--- src/rtl/hci_core_demux_static_pkg.sv ---
// Shared types and helpers for the static HCI core demultiplexer and its
// outstanding-transaction counter.
package hci_core_demux_static_pkg;

    // ROUTE forwards traffic to the selected channel; DRAIN holds off new
    // requests until every response of the old channel has come back.
    typedef enum logic {
        ROUTE = 1'b0,
        DRAIN = 1'b1
    } hci_demux_static_state_e;

    // Width of a counter that must hold every value from 0 to max_outstanding.
    function automatic int hci_cnt_width(input int max_outstanding);
        return $clog2(max_outstanding + 1);
    endfunction

endpackage

--- src/rtl/hci_core_demux_static_cnt.sv ---
// Saturating up/down counter of granted-but-unanswered HCI transactions.
// Increment and decrement in the same cycle cancel. Increments stop at MAX.
// Decrements at zero are not guarded here. The owner masks dec when underflow
// must be prevented.
module hci_outstanding_cnt
    import hci_core_demux_static_pkg::*;
#(
    parameter  int MAX = 4,
    localparam int CW  = hci_cnt_width(MAX)
) (
    input  logic          clk_i,
    input  logic          rst_i,
    input  logic          inc,
    input  logic          dec,
    input  logic          clear,
    output logic [CW-1:0] cnt_o,
    output logic          full_o,
    output logic          empty_o
);

    logic [CW-1:0] cnt_q;

    // Count grants up and retired responses down, holding at MAX.
    always_ff @(posedge clk_i or posedge rst_i) begin
        if (rst_i) begin
            cnt_q <= '0;
        end else if (clear) begin
            cnt_q <= '0;
        end else if (inc && !dec) begin
            if (cnt_q != CW'(MAX)) begin
                cnt_q <= cnt_q + CW'(1);
            end
        end else if (dec && !inc) begin
            cnt_q <= cnt_q - CW'(1);
        end
    end

    assign cnt_o   = cnt_q;
    assign full_o  = (cnt_q == CW'(MAX));
    assign empty_o = (cnt_q == '0);

endmodule

--- src/rtl/hci_core_demux_static.sv ---
// Static 1:NB_CHAN demultiplexer for an HCI core initiator stream.
// The channel is picked by sel_i. A change of sel_i takes effect only once
// every outstanding response of the old channel has returned, so responses
// can never be misrouted.
// The HCI bundle appears as flat in_* / out_* ports. Per-channel signals are
// packed arrays indexed by channel. One parameter set is shared by the
// upstream port and every downstream port, so their widths always agree.
// Optional feature: define HCI_CORE_DEMUX_STATIC_ERR_EN to enable the sticky
// protocol-error flag and underflow protection. Without it, err_o is tied low.
module hci_core_demux_static
    import hci_core_demux_static_pkg::*;
#(
    parameter  int NB_CHAN         = 2,
    parameter  int MAX_OUTSTANDING = 4,
    parameter  int DW              = 32,
    parameter  int AW              = 32,
    parameter  int BW              = DW / 8,
    parameter  int UW              = 1,
    parameter  int IW              = 1,
    parameter  int EW              = 1,
    parameter  int EHW             = 1,
    localparam int SW              = $clog2(NB_CHAN),
    localparam int EHWP            = (EHW > 0) ? EHW : 1,
    localparam int CW              = hci_cnt_width(MAX_OUTSTANDING)
) (
    input  logic                           clk_i,
    input  logic                           rst_i,
    input  logic                           clear_i,
    input  logic [SW-1:0]                  sel_i,
    // upstream initiator (target side of this block)
    input  logic                           in_req,
    output logic                           in_gnt,
    input  logic [AW-1:0]                  in_add,
    input  logic                           in_wen,
    input  logic [BW-1:0]                  in_be,
    input  logic [DW-1:0]                  in_data,
    input  logic [UW-1:0]                  in_user,
    input  logic [IW-1:0]                  in_id,
    input  logic [EW-1:0]                  in_ecc,
    input  logic                           in_r_ready,
    output logic                           in_r_valid,
    output logic [DW-1:0]                  in_r_data,
    output logic [UW-1:0]                  in_r_user,
    output logic [IW-1:0]                  in_r_id,
    output logic [EW-1:0]                  in_r_ecc,
    output logic [EHWP-1:0]                in_egnt,
    output logic [EHWP-1:0]                in_r_evalid,
    // downstream channels (initiator side of this block)
    output logic [NB_CHAN-1:0]             out_req,
    input  logic [NB_CHAN-1:0]             out_gnt,
    output logic [NB_CHAN-1:0][AW-1:0]     out_add,
    output logic [NB_CHAN-1:0]             out_wen,
    output logic [NB_CHAN-1:0][BW-1:0]     out_be,
    output logic [NB_CHAN-1:0][DW-1:0]     out_data,
    output logic [NB_CHAN-1:0][UW-1:0]     out_user,
    output logic [NB_CHAN-1:0][IW-1:0]     out_id,
    output logic [NB_CHAN-1:0][EW-1:0]     out_ecc,
    output logic [NB_CHAN-1:0]             out_r_ready,
    input  logic [NB_CHAN-1:0]             out_r_valid,
    input  logic [NB_CHAN-1:0][DW-1:0]     out_r_data,
    input  logic [NB_CHAN-1:0][UW-1:0]     out_r_user,
    input  logic [NB_CHAN-1:0][IW-1:0]     out_r_id,
    input  logic [NB_CHAN-1:0][EW-1:0]     out_r_ecc,
    output logic [NB_CHAN-1:0][EHWP-1:0]   out_ereq,
    output logic [NB_CHAN-1:0][EHWP-1:0]   out_r_eready,
    input  logic [NB_CHAN-1:0][EHWP-1:0]   out_r_evalid,
    // status
    output logic                           busy_o,
    output logic                           err_o
);

    hci_demux_static_state_e state_q, state_d;
    logic [SW-1:0]      sel_q, sel_d;
    logic [NB_CHAN-1:0] sel_mask;
    logic [CW-1:0]      cnt_q;
    logic               cnt_full, cnt_empty;
    logic               route_ok, grant, retire, dec_en, switch_ok;

    // One-hot view of the currently routed channel.
    always_comb begin
        sel_mask        = '0;
        sel_mask[sel_q] = 1'b1;
    end

    // Requests flow only while routing with room left for another transaction.
    assign route_ok = (state_q == ROUTE) && !cnt_full;
    assign in_gnt   = route_ok && out_gnt[sel_q];
    assign out_req  = route_ok ? (sel_mask & {NB_CHAN{in_req}}) : '0;
    assign grant    = in_req && in_gnt;

    // Request payload fans out to every channel. Only the selected one sees req.
    assign out_add  = {NB_CHAN{in_add}};
    assign out_wen  = {NB_CHAN{in_wen}};
    assign out_be   = {NB_CHAN{in_be}};
    assign out_data = {NB_CHAN{in_data}};
    assign out_user = {NB_CHAN{in_user}};
    assign out_id   = {NB_CHAN{in_id}};
    assign out_ecc  = {NB_CHAN{in_ecc}};

    // Responses always come from the routed channel, even while draining.
    assign in_r_valid  = out_r_valid[sel_q];
    assign in_r_data   = out_r_data[sel_q];
    assign in_r_user   = out_r_user[sel_q];
    assign in_r_id     = out_r_id[sel_q];
    assign in_r_ecc    = out_r_ecc[sel_q];
    assign out_r_ready = sel_mask & {NB_CHAN{in_r_ready}};
    assign retire      = in_r_valid && in_r_ready;

    if (EHW > 0) begin : g_ecc
        assign in_egnt     = {EHW{in_gnt}};
        assign in_r_evalid = out_r_evalid[sel_q];
        for (genvar i = 0; i < NB_CHAN; i++) begin : g_ch
            assign out_ereq[i]     = {EHW{out_req[i]}};
            assign out_r_eready[i] = {EHW{out_r_ready[i]}};
        end
    end else begin : g_no_ecc
        assign in_egnt      = '1;
        assign in_r_evalid  = '0;
        assign out_ereq     = '0;
        assign out_r_eready = '1;
    end

`ifdef HCI_CORE_DEMUX_STATIC_ERR_EN
    logic err_q;
    logic stray_rsp;

    // A response with nothing outstanding would corrupt the count, so drop it.
    assign dec_en    = retire && !cnt_empty;
    assign stray_rsp = |(out_r_valid & ~sel_mask);

    // Sticky flag for responses on the wrong channel or with nothing pending.
    always_ff @(posedge clk_i or posedge rst_i) begin
        if (rst_i) begin
            err_q <= 1'b0;
        end else if (clear_i) begin
            err_q <= 1'b0;
        end else if (stray_rsp || (in_r_valid && cnt_empty)) begin
            err_q <= 1'b1;
        end
    end

    assign err_o = err_q;
`else
    assign dec_en = retire;
    assign err_o  = 1'b0;
`endif

    hci_outstanding_cnt #(
        .MAX     (MAX_OUTSTANDING)
    ) i_cnt (
        .clk_i   (clk_i),
        .rst_i   (rst_i),
        .inc     (grant),
        .dec     (dec_en),
        .clear   (clear_i),
        .cnt_o   (cnt_q),
        .full_o  (cnt_full),
        .empty_o (cnt_empty)
    );

    // The old channel is clean when empty now, or when its last beat retires this cycle.
    assign switch_ok = cnt_empty || ((cnt_q == CW'(1)) && dec_en && !grant);

    // Next state: leave ROUTE on a new selection, leave DRAIN once the old channel is clean.
    always_comb begin
        state_d = state_q;
        sel_d   = sel_q;
        case (state_q)
            ROUTE: begin
                if (sel_i != sel_q) begin
                    state_d = DRAIN;
                end
            end
            DRAIN: begin
                if (switch_ok) begin
                    state_d = ROUTE;
                    sel_d   = sel_i;
                end
            end
            default: state_d = ROUTE;
        endcase
    end

    // State and selection registers. A soft clear adopts sel_i at once.
    always_ff @(posedge clk_i or posedge rst_i) begin
        if (rst_i) begin
            state_q <= ROUTE;
            sel_q   <= '0;
        end else if (clear_i) begin
            state_q <= ROUTE;
            sel_q   <= sel_i;
        end else begin
            state_q <= state_d;
            sel_q   <= sel_d;
        end
    end

    assign busy_o = !cnt_empty || (state_q == DRAIN);

endmodule
--- config.mk ---
export PLATFORM = sky130hd
export DESIGN_NAME = hci_core_demux_static
export DESIGN_NICKNAME = d
export VERILOG_FILES = /design/src/rtl/hci_core_demux_static_pkg.sv /design/src/rtl/hci_core_demux_static_cnt.sv /design/src/rtl/hci_core_demux_static.sv
export SDC_FILE = /design/constraint.sdc
export NUM_CORES = 1
export LEC_CHECK = 0
export ABC_AREA = 1
export BUFFER_PORTS_ARGS = -buffer_cell sky130_fd_sc_hd__clkbuf_2
export CORE_AREA = 2 2 136 138
export CTS_CLUSTER_DIAMETER = 150
export DETAILED_ROUTE_END_ITERATION = 16
export DIE_AREA = 0 0 138 140
export HOLD_SLACK_MARGIN = 0.06
export SLEW_MARGIN = 25
export SYNTH_ARGS = -nofsm -noshare
export SYNTH_HDL_FRONTEND = slang
export SYNTH_SLANG_ARGS = --single-unit
--- constraint.sdc ---
create_clock -name clk_i -period 1.9 [get_ports clk_i]
set_clock_uncertainty 0.05 [all_clocks]
set_input_delay 0.19 -clock clk_i [delete_from_list [all_inputs] [get_ports clk_i]]
set_output_delay 0.19 -clock clk_i [all_outputs]
set_load 0.05 [all_outputs]
==> reports/qor.txt, run 1 <==
leakage: 1.26 nW
count of mapped cells out of synthesis: 343
Clock Sinks: 5
Hold Startpoint: sel_i
Setup CP Type: register to output port
number of design rule violations left after detail routing: 0
number of instances in the placed design: 544
Synth area leaders: sky130_fd_sc_hd__buf_4, sky130_fd_sc_hd__nand2_1, sky130_fd_sc_hd__dfrtp_1
Inserted Clock Buffers: 3
setup repair after global routing missed its margin: true
capturing point of the worst reg2reg path: i_cnt.cnt_o[0]
CP Buf/Inv Count: 2
first-pass iteration count of the detailed router: 4
via count of the first global-routing pass: 1659
final weighted congestion of routability-driven global placement: 0.695
wire length of the first global-routing pass: 9360 um
internal portion of total power: 1.30 mW
clock buffer depth: 2
CP peak stage delay: 0.38 ns
post-route insts no fill: 550
Post-Syn Nets: 501
Final nets: 479
finished layout cell area: 0.00208 mm^2
number of warnings printed during yosys synthesis: 0
Yosys cell types: 22
# Max-Cap Violations: 0
Max rail drop VDD: 0.000588 V
ratio of routed vias to standard cells: 3.09
remaining antenna violation count: 0
launch instance of the worst register-to-register path: i_cnt.cnt_o[0]
number of pins exceeding their max-slew limit in the final report: 0
share of final-layout standard cells stronger than drive strength 1: 0.466
pin count of the biggest net entering global routing: 40
Chip Width: 138 um
Period Utilization, post-route: 0.950
outcome: complete, no violations
share of the synthesized area in the top cell type: 0.540
num rows: 49
via count: 1697
library cell with the largest summed area after synthesis: sky130_fd_sc_hd__buf_4
minimum clock period: 1.80 ns
Final Hold Viols: 0
cell chosen for the clock root: sky130_fd_sc_hd__clkbuf_16
instance area at placement: 0.00197 mm^2
initial standard-cell utilization of the core: 0.117
Hold Path End: sel_q
Hold Path Stages: 3
synthesis-stage register bit count: 5
count of port buffers added during placement: 129
Setup TNS: 0 ns
largest fanout on the critical path: 4
area added between synthesis and finish: -0.420%
Worst Setup Start Kind: register
# setup viols final: 0
NetSw: 2.64 mW
Netlist Area Pre-Place: 0.00209 mm^2
remaining global-route overflow: 0
Setup crit end kind: output port
clock network fraction of design power: 0.089
later-pin clock latency in the skew report: 0.23 ns
die footprint: 0.0193 mm^2
total routing usage reported by global routing: 0.0629
switching share of total power: 0.670
critical path arrival: 1.56 ns
Sequential Power Share: 0.054
cell class contributing the biggest share of worst-path delay: simple AND/OR/NAND/NOR gates
Worst R2R Setup Slack: 0.19 ns
initial antenna violation count: 2
slowest library cell on the worst path: sky130_fd_sc_hd__dfrtp_1
count of routing violations after the opening detailed-route iteration: 42
fraction of power consumed by combinational cells: 0.857
core outline area: 0.0178 mm^2
number of top-level pins: 347
highest achievable clock rate: 0.554 GHz
Clock H-tree levels: 1
power per standard cell area: 1900 mW/mm^2
crit-path cells: inv_1 > ha_1 > nand2_1 > nand2_2 > nor3_4 > buf_12
detail-routed net length per standard cell: 11.8 um
Die H: 140 um
register area share after synthesis: 0.0600
reg2reg path depth: 10
Post-CTS Repair Setup Buffers: 0
Reg clk slew, reported paths: 0.04 ns
clock tree from TritonCTS: done
min-delay worst type: primary input to register
mean instance size in the synthesized netlist: 6.08 um^2
required time of the critical path: 1.66 ns
final HPWL from detailed placement: 5370 um
routed wire length: 6510 um
## through the flow
| step | utilization | total power, mW | hold slack [ns] | worst slack, ns |
|---|---|---|---|---|
| 2_1_floorplan | - | 3.50 | -0.0815 | -0.166 |
| 3_3_place_gp | 0.111 | 3.60 | 0.0462 | 0.265 |
| 3_5_place_dp | 0.111 | 3.62 | 0.0467 | 0.206 |
| 4_1_cts | 0.116 | 3.98 | 0.184 | 0.0114 |
| 5_1_grt | 0.117 | 4.21 | 0.210 | -0.00363 |
| 6_report | 0.117 | 3.94 | 0.181 | 0.0955 |
## cell families (layout without fill, tap and decap cells)
group,Yosys count,in the layout,synth area share
adders and majority gates,4,4,0.0240
AOI/OAI and AO/OA,6,6,0.0144
DFF,5,5,0.0600
xor gates and xnor gates,2,2,0.00840
and+or+nand+nor,148,148,0.297
other,1,2,0.00180
buffers and inverters,177,154,0.594
## state kept, by name (all words and copies together) (netlist names)
signal       count
i_cnt.cnt_o      3
sel_q            1
state_q          1
## layout by cell type (no fill, tap or decap), types with 2 or more instances in the layout
master                        n
sky130_fd_sc_hd__a21oi_1      4
sky130_fd_sc_hd__buf_12       7
sky130_fd_sc_hd__buf_4        2
sky130_fd_sc_hd__clkbuf_16    3
sky130_fd_sc_hd__clkbuf_2   122
sky130_fd_sc_hd__dfrtp_1      4
sky130_fd_sc_hd__ha_1         4
sky130_fd_sc_hd__inv_1       16
sky130_fd_sc_hd__inv_2        2
sky130_fd_sc_hd__nand2_1    129
sky130_fd_sc_hd__nand2_2      4
sky130_fd_sc_hd__nand3_1      5
sky130_fd_sc_hd__nand3_2      3
sky130_fd_sc_hd__o21ai_0      2
## layer usage
layer | track usage | routed length (um) | vias up
met4 | 0.0575 | 651 | 4
li1 | - | - | 825
met3 | 0.0328 | 1000 | 79
met5 | 0.0150 | 46 | -
met2 | 0.101 | 2670 | 145
met1 | 0.0571 | 2140 | 644
## worst reg2reg max path: stages (launching register included)
cell                      delay (ns)
sky130_fd_sc_hd__dfrtp_1        0.38
sky130_fd_sc_hd__inv_1          0.10
sky130_fd_sc_hd__ha_1           0.23
sky130_fd_sc_hd__nand2_1        0.08
sky130_fd_sc_hd__nand2_2        0.12
sky130_fd_sc_hd__nor2_8         0.20
sky130_fd_sc_hd__nand3_2        0.14
sky130_fd_sc_hd__nand3_2        0.13
sky130_fd_sc_hd__inv_2          0.05
sky130_fd_sc_hd__nand2_1        0.06
sky130_fd_sc_hd__nand2_1        0.06
## power by group through the flow
stage | Clock, mW | Combinational [mW] | Sequential (mW)
after floorplan | 0 | 3.32 | 0.183
after global placement | 0 | 3.39 | 0.212
after detailed placement | 0 | 3.41 | 0.215
after CTS | 0.352 | 3.42 | 0.214
after global routing | 0.361 | 3.63 | 0.223
final | 0.352 | 3.38 | 0.214
## what timing repair did
| item | 4_1_cts | 5_1_grt |
|---|---|---|
| setup endpoints to repair | 0 | 4 |
| gates resized for setup | 0 | 7 |
| hold buffers | 1 | 0 |
| hold endpoints to repair | 5 | 0 |
## final cells by class
cell class                 count  area (um^2)
inverter                      18         67.6
multi-input combinational    161          739
sequential                     5          126
clock buffer                   4         78.8
timing repair buffer         132          776
antenna                        1         2.50
fill                        2077        15700
tap                          229          287
## cell usage after synthesis (all sizes together)
cell type and count:
buf 155, nand2 134, inv 18, nand3 8, dfrtp 5, a21oi 4
clkbuf 4, ha 4, nor2 3, nor3 2, o21ai 2, conb 1
nand4 1, xnor2 1, xor2 1
## worst max-delay path by stage
| stage | start | endpoint | slack [ns] | cells after the start |
|---|---|---|---|---|
| floorplan | i_cnt.cnt_o[0] | out_req[0] | -0.17 | 6 |
| global placement | i_cnt.cnt_o[0] | i_cnt.cnt_o[1] | 0.27 | 10 |
| detailed placement | i_cnt.cnt_o[0] | i_cnt.cnt_o[0] | 0.21 | 10 |
| CTS | i_cnt.cnt_o[0] | out_ereq[1] | 0.01 | 6 |
| global route | i_cnt.cnt_o[0] | out_req[0] | -0.004 | 6 |
| finish | i_cnt.cnt_o[0] | out_ereq[1] | 0.1 | 6 |
No activity file was read; power rests on OpenSTA's default activity.
==> run 2: changes to the inputs <==
--- a/config.mk
+++ b/config.mk
@@ -12,6 +12,7 @@
 export DETAILED_ROUTE_END_ITERATION = 16
 export DIE_AREA = 0 0 138 140
 export HOLD_SLACK_MARGIN = 0.06
+export RECOVER_POWER = 50
 export SLEW_MARGIN = 25
 export SYNTH_ARGS = -nofsm -noshare
 export SYNTH_HDL_FRONTEND = slang
==> constraint.sdc (replaced) <==
create_clock -name clk_i -period 1.9 [get_ports clk_i]
set_clock_uncertainty 0.05 [all_clocks]
set_input_delay 0.57 -clock clk_i [delete_from_list [all_inputs] [get_ports clk_i]]
set_output_delay 0.57 -clock clk_i [all_outputs]
set_load 0.05 [all_outputs]
==> reports/qor.txt, run 2 (same netlist as run 1, synthesis figures left out) <==
outcome: finished, violations left
violated checks: setup timing
setup repair after global routing missed its margin: true
detail-routed net length per standard cell: 12.9 um (+8.8%)
grt met3 use: 0.0356 (+0.00274)
number of top-level pins: 347 (unchanged)
Setup CP Type: register to output port
number of design rule violations left after detail routing: 0 (unchanged)
remaining global-route overflow: 0 (unchanged)
# setup viols final: 21 (+21)
cell chosen for the clock root: sky130_fd_sc_hd__clkbuf_16
via count of the first global-routing pass: 1868 (+13%)
min-delay worst type: primary input to asynchronous set/reset pin
Setup crit end kind: output port
Clock H-tree levels: 1 (unchanged)
Final Core Density: 0.158 (+0.0412)
Die H: 140 um (unchanged)
Final nets: 497 (+3.8%)
worst setup slack after layout: -0.112 ns (-0.208 ns)
highest achievable clock rate: 0.497 GHz (-10%)
routing usage on met1: 0.0602 (+0.00316)
final weighted congestion of routability-driven global placement: 0.713 (+2.6%)
leakage: 1.52 nW (+21%)
wire length of the first global-routing pass: 10200 um (+8.5%)
required time of the critical path: 1.28 ns (-0.38 ns)
number of pins exceeding their max-slew limit in the final report: 0 (unchanged)
GRT Max-Usage Layer: met2
Clock Sinks: 5 (unchanged)
Setup crit start: i_cnt.cnt_o[0]
power per standard cell area: 1890 mW/mm^2 (-0.24%)
reg2reg path depth: 11 (+1)
initial antenna violation count: 0 (-2)
clock buffer depth: 2 (unchanged)
Period Utilization, post-route: 1.06 (+0.109)
first-pass iteration count of the detailed router: 4 (unchanged)
count of port buffers added during placement: 129 (unchanged)
met2 track demand over resource: 0.108 (+0.00730)
largest fanout on the critical path: 3 (-1)
area added between synthesis and finish: 34.7%
Reg clk slew, reported paths: 0.03 ns (about the same)
Max rail drop VDD: 0.000516 V (-12%)
Total Power Consumption: 5.32 mW (+35%)
later-pin clock latency in the skew report: 0.23 ns (about the same)
pin count of the biggest net entering global routing: 36 (-10%)
minimum clock period: 2.01 ns (+0.208 ns)
Worst R2R Setup Slack: 0.22 ns (+0.03 ns)
via count: 1803 (+6.2%)
number of inserted diodes: 0 (-1)
# Max-Cap Violations: 0 (unchanged)
final HPWL from detailed placement: 5540 um (+3.2%)
routed wire length: 7300 um (+12%)
critical path capture point: out_ereq[1]
initial standard-cell utilization of the core: 0.117 (unchanged)
count of routing violations after the opening detailed-route iteration: 56 (+33%)
num rows: 49 (unchanged)
total routing usage reported by global routing: 0.0667 (+0.00378)
Final Hold Viols: 0 (unchanged)
capturing point of the worst reg2reg path: i_cnt.cnt_o[2]
die footprint: 0.0193 mm^2 (unchanged)
Inserted Clock Buffers: 3 (unchanged)
remaining antenna violation count: 0 (unchanged)
Worst Setup Start Kind: register
flip-flop count of the largest register, all copies and words added: 3 (unchanged)
Chip Width: 138 um (unchanged)
core outline area: 0.0178 mm^2 (unchanged)
most common library cell in the layout ignoring fill and taps: sky130_fd_sc_hd__nand2_1
critical path arrival: 1.39 ns (-0.17 ns)
most used cells in the layout excluding fill and tap cells: sky130_fd_sc_hd__nand2_1, sky130_fd_sc_hd__clkbuf_2, sky130_fd_sc_hd__nand2_2, sky130_fd_sc_hd__clkbuf_8, sky130_fd_sc_hd__buf_4
launch instance of the worst register-to-register path: sel_q
ratio of routed vias to standard cells: 3.18 (+3.1%)
share of final-layout standard cells stronger than drive strength 1: 0.607 (+0.141)
clock tree from TritonCTS: done
## run 2: cell count changes in the layout (fill, tap and decap cells not counted), sizes merged
cell and change:
buf +40, clkbuf -21, clkinv +1, clkinvlp +1
diode -1, dlygate4sd3 -1, inv -2
## run 2: repair_timing
item,in CTS,in global routing
gates resized for setup,74,61
hold buffers,0,0
setup endpoints to repair,45,48
buffers inserted,3,5
pin swaps,5,2
cloned,0,3
## run 2: how the worst min path moves through the flow
| stage | startpoint | end | slack (ns) |
|---|---|---|---|
| 2_1_floorplan | rst_i | i_cnt.cnt_o[0] | 0.30 |
| 3_3_place_gp | rst_i | i_cnt.cnt_o[2] | 0.40 |
| 3_5_place_dp | rst_i | i_cnt.cnt_o[2] | 0.42 |
| 4_1_cts | rst_i | state_q | 0.18 |
| 5_1_grt | rst_i | state_q | 0.20 |
| 6_report | rst_i | state_q | 0.17 |
## run 2: cell type report
type,instances,area [um^2]
fillers,2016,15000
repair buffers,150,1320
clock buffers,4,78.8
inverters,18,76.3
multi-input cells,161,921
flip-flops and latches,5,126
well taps,229,287
## run 2: worst max-delay path: stages, from the launching register on
cell                      delay [ns]
sky130_fd_sc_hd__dfrtp_1        0.36
sky130_fd_sc_hd__inv_2          0.06
sky130_fd_sc_hd__ha_4           0.16
sky130_fd_sc_hd__nand2_2        0.08
sky130_fd_sc_hd__nand2_4        0.09
sky130_fd_sc_hd__nor3_4         0.24
sky130_fd_sc_hd__buf_12         0.18
## run 2: per-stage QoR
| step | hold slack (ns) | instances | setup TNS, ns | cell area [um^2] | setup WS [ns] |
|---|---|---|---|---|---|
| after detailed placement | 0.420 | 552 | 0 | 2170 | 0.0344 |
| final | 0.171 | 567 | -0.945 | 2810 | -0.112 |
| after global routing | 0.204 | 567 | -2.64 | 2810 | -0.189 |
| after floorplan | 0.299 | 343 | -0.486 | 2200 | -0.249 |
| after CTS | 0.179 | 559 | -0.710 | 2570 | -0.115 |
| after global placement | 0.404 | 552 | 0 | 2170 | 0.0561 |
## run 2: metal layers
metal	up-vias	share of wire
met5	-	0
met4	0	0.077
met3	64	0.14
met2	154	0.47
met1	720	0.32
li1	865	-
## run 2: where the power goes
group	switching [mW]	internal (mW)	total [mW]	leakage, nW
combinational	2.88	1.89	4.77	1.42
clock	0.0669	0.278	0.345	0.0382
sequential	0.0518	0.155	0.207	0.0625
total	3.00	2.32	5.32	1.52
==> run 3: changes to the inputs <==
==> constraint.sdc (replaced) <==
create_clock -name clk_i -period 2.3 [get_ports clk_i]
set_clock_uncertainty 0.05 [all_clocks]
set_input_delay 0.69 -clock clk_i [delete_from_list [all_inputs] [get_ports clk_i]]
set_output_delay 0.69 -clock clk_i [all_outputs]
set_load 0.05 [all_outputs]
==> reports/qor.txt, run 3 (same netlist as run 1, synthesis figures left out) <==
reg2reg path depth: 11 (unchanged)
Worst R2R Setup Slack: 0.60 ns (+0.38 ns)
number of design rule violations left after detail routing: 0 (unchanged)
count of port buffers added during placement: 129 (unchanged)
initial antenna violation count: 0 (unchanged)
number of instances in the placed design: 547 (-0.91%)
Max rail drop VDD: 0.000666 V (+29%)
Inserted Clock Buffers: 3 (unchanged)
power per standard cell area: 1570 mW/mm^2 (-17%)
Setup CP Type: register to output port
later-pin clock latency in the skew report: 0.23 ns (about the same)
post-route insts no fill: 554 (-2.3%)
core outline area: 0.0178 mm^2 (unchanged)
finished layout cell area: 0.00212 mm^2 (-25%)
final weighted congestion of routability-driven global placement: 0.692 (-3.0%)
min-delay worst type: primary input to asynchronous set/reset pin
number of pins exceeding their max-slew limit in the final report: 0 (unchanged)
remaining antenna violation count: 0 (unchanged)
num rows: 49 (unchanged)
flip-flop count of the largest register, all copies and words added: 3 (unchanged)
cell chosen for the clock root: sky130_fd_sc_hd__clkbuf_16
count of routing violations after the opening detailed-route iteration: 42 (-25%)
clock buffer depth: 2 (unchanged)
via count of the first global-routing pass: 1650 (-12%)
most used cells in the layout excluding fill and tap cells: sky130_fd_sc_hd__nand2_1, sky130_fd_sc_hd__clkbuf_2, sky130_fd_sc_hd__inv_1, sky130_fd_sc_hd__buf_12, sky130_fd_sc_hd__buf_4
area added between synthesis and finish: 1.44%
share of final-layout standard cells stronger than drive strength 1: 0.489 (-0.117)
clock tree from TritonCTS: done
Die H: 140 um (unchanged)
outcome: complete, no violations
slowest library cell on the worst path: sky130_fd_sc_hd__dfrtp_1
critical path arrival: 1.51 ns (+0.12 ns)
Total Power Consumption: 3.31 mW (-38%)
Setup TNS: 0 ns (+0.945 ns)
number of inserted diodes: 0 (unchanged)
routed wire length: 6040 um (-17%)
Period Utilization, post-route: 0.978
crit-path cells: inv_2 > ha_4 > nand2_2 > nand2_4 > nor3_4 > buf_12
detail-routed net length per standard cell: 10.9 um (-15%)
ratio of routed vias to standard cells: 3.07 (-3.5%)
via count: 1700 (-5.7%)
remaining global-route overflow: 0 (unchanged)
total routing usage reported by global routing: 0.0570 (-0.00968)
instance area at placement: 0.00199 mm^2 (-8.1%)
critical path capture point: out_req[1]
minimum clock period: 2.25 ns
Chip Width: 138 um (unchanged)
Setup crit start: i_cnt.cnt_o[0]
Setup crit end kind: output port
die footprint: 0.0193 mm^2 (unchanged)
leakage: 1.28 nW (-16%)
most common library cell in the layout ignoring fill and taps: sky130_fd_sc_hd__nand2_1
CP peak stage delay: 0.38 ns (+0.02 ns)
Clock H-tree levels: 1 (unchanged)
number of top-level pins: 347 (unchanged)
highest achievable clock rate: 0.444 GHz
required time of the critical path: 1.56 ns (+0.28 ns)
largest fanout on the critical path: 3 (unchanged)
Final Hold Viols: 0 (unchanged)
Final nets: 484 (-2.6%)
wire length of the first global-routing pass: 8850 um (-13%)
initial standard-cell utilization of the core: 0.117 (unchanged)
Reg clk slew, reported paths: 0.03 ns (about the same)
Worst Setup Start Kind: register
first-pass iteration count of the detailed router: 4 (unchanged)
launch instance of the worst register-to-register path: i_cnt.cnt_o[0]
pin count of the biggest net entering global routing: 33 (-8.3%)
capturing point of the worst reg2reg path: i_cnt.cnt_o[2]
final HPWL from detailed placement: 5140 um (-7.2%)
# Max-Cap Violations: 0 (unchanged)
# setup viols final: 0 (-100%)
Clock Sinks: 5 (unchanged)
## run 3: worst min-delay path by stage
stage / start / to / slack [ns] / cells after the start
detailed placement: i_cnt.cnt_o[1] / i_cnt.cnt_o[1] / 0.45 / 2
global route: rst_i / state_q / 0.32 / 2
finish: rst_i / i_cnt.cnt_o[2] / 0.28 / 2
floorplan: rst_i / i_cnt.cnt_o[0] / 0.42 / 1
global placement: i_cnt.cnt_o[1] / i_cnt.cnt_o[1] / 0.45 / 2
CTS: rst_i / i_cnt.cnt_o[2] / 0.30 / 2
## run 3: timing repair
action / in CTS / in global routing
gates cloned: 0 / 0
setup buffers: 0 / 3
endpoints found under the setup margin: 2 / 4
hold buffers: 0 / 0
resized for setup: 0 / 4
pin swaps: 1 / 2
## run 3: power by group
| group | switching, mW | total, mW | leakage [nW] | internal, mW |
|---|---|---|---|---|
| Clock | 0.0540 | 0.283 | 0.0382 | 0.229 |
| Sequential | 0.0360 | 0.164 | 0.0625 | 0.128 |
| Combinational | 2.09 | 2.87 | 1.18 | 0.776 |
## run 3: cell type report
class | count | area, um^2
fill | 2082 | 15700
tap | 229 | 287
sequential | 5 | 126
multi-input combinational | 161 | 766
timing repair buffer | 137 | 791
inverter | 18 | 67.6
clock buffer | 4 | 78.8
## run 3: critical path: cells and delay by family, from the launching register on
| kind | cells | cell delay (ns) |
|---|---|---|
| adders and majority gates | 1 | 0.17 |
| and+or+nand+nor | 3 | 0.47 |
| DFF | 1 | 0.38 |
| buffers and inverters | 2 | 0.26 |
## run 3: through the flow
stage	util	hold slack, ns	setup slack [ns]
after CTS	0.116	0.295	0.0187
after global placement	0.112	0.447	0.102
after detailed placement	0.112	0.452	0.0958
after floorplan	-	0.419	0.00808
final	0.119	0.285	0.0501
after global routing	0.119	0.320	-0.00519
## run 3: per-layer routing
layer,global-route usage,part of all wire
met5,0,0
met4,0.0446,0.073
met3,0.0373,0.17
met2,0.0873,0.44
met1,0.0544,0.32
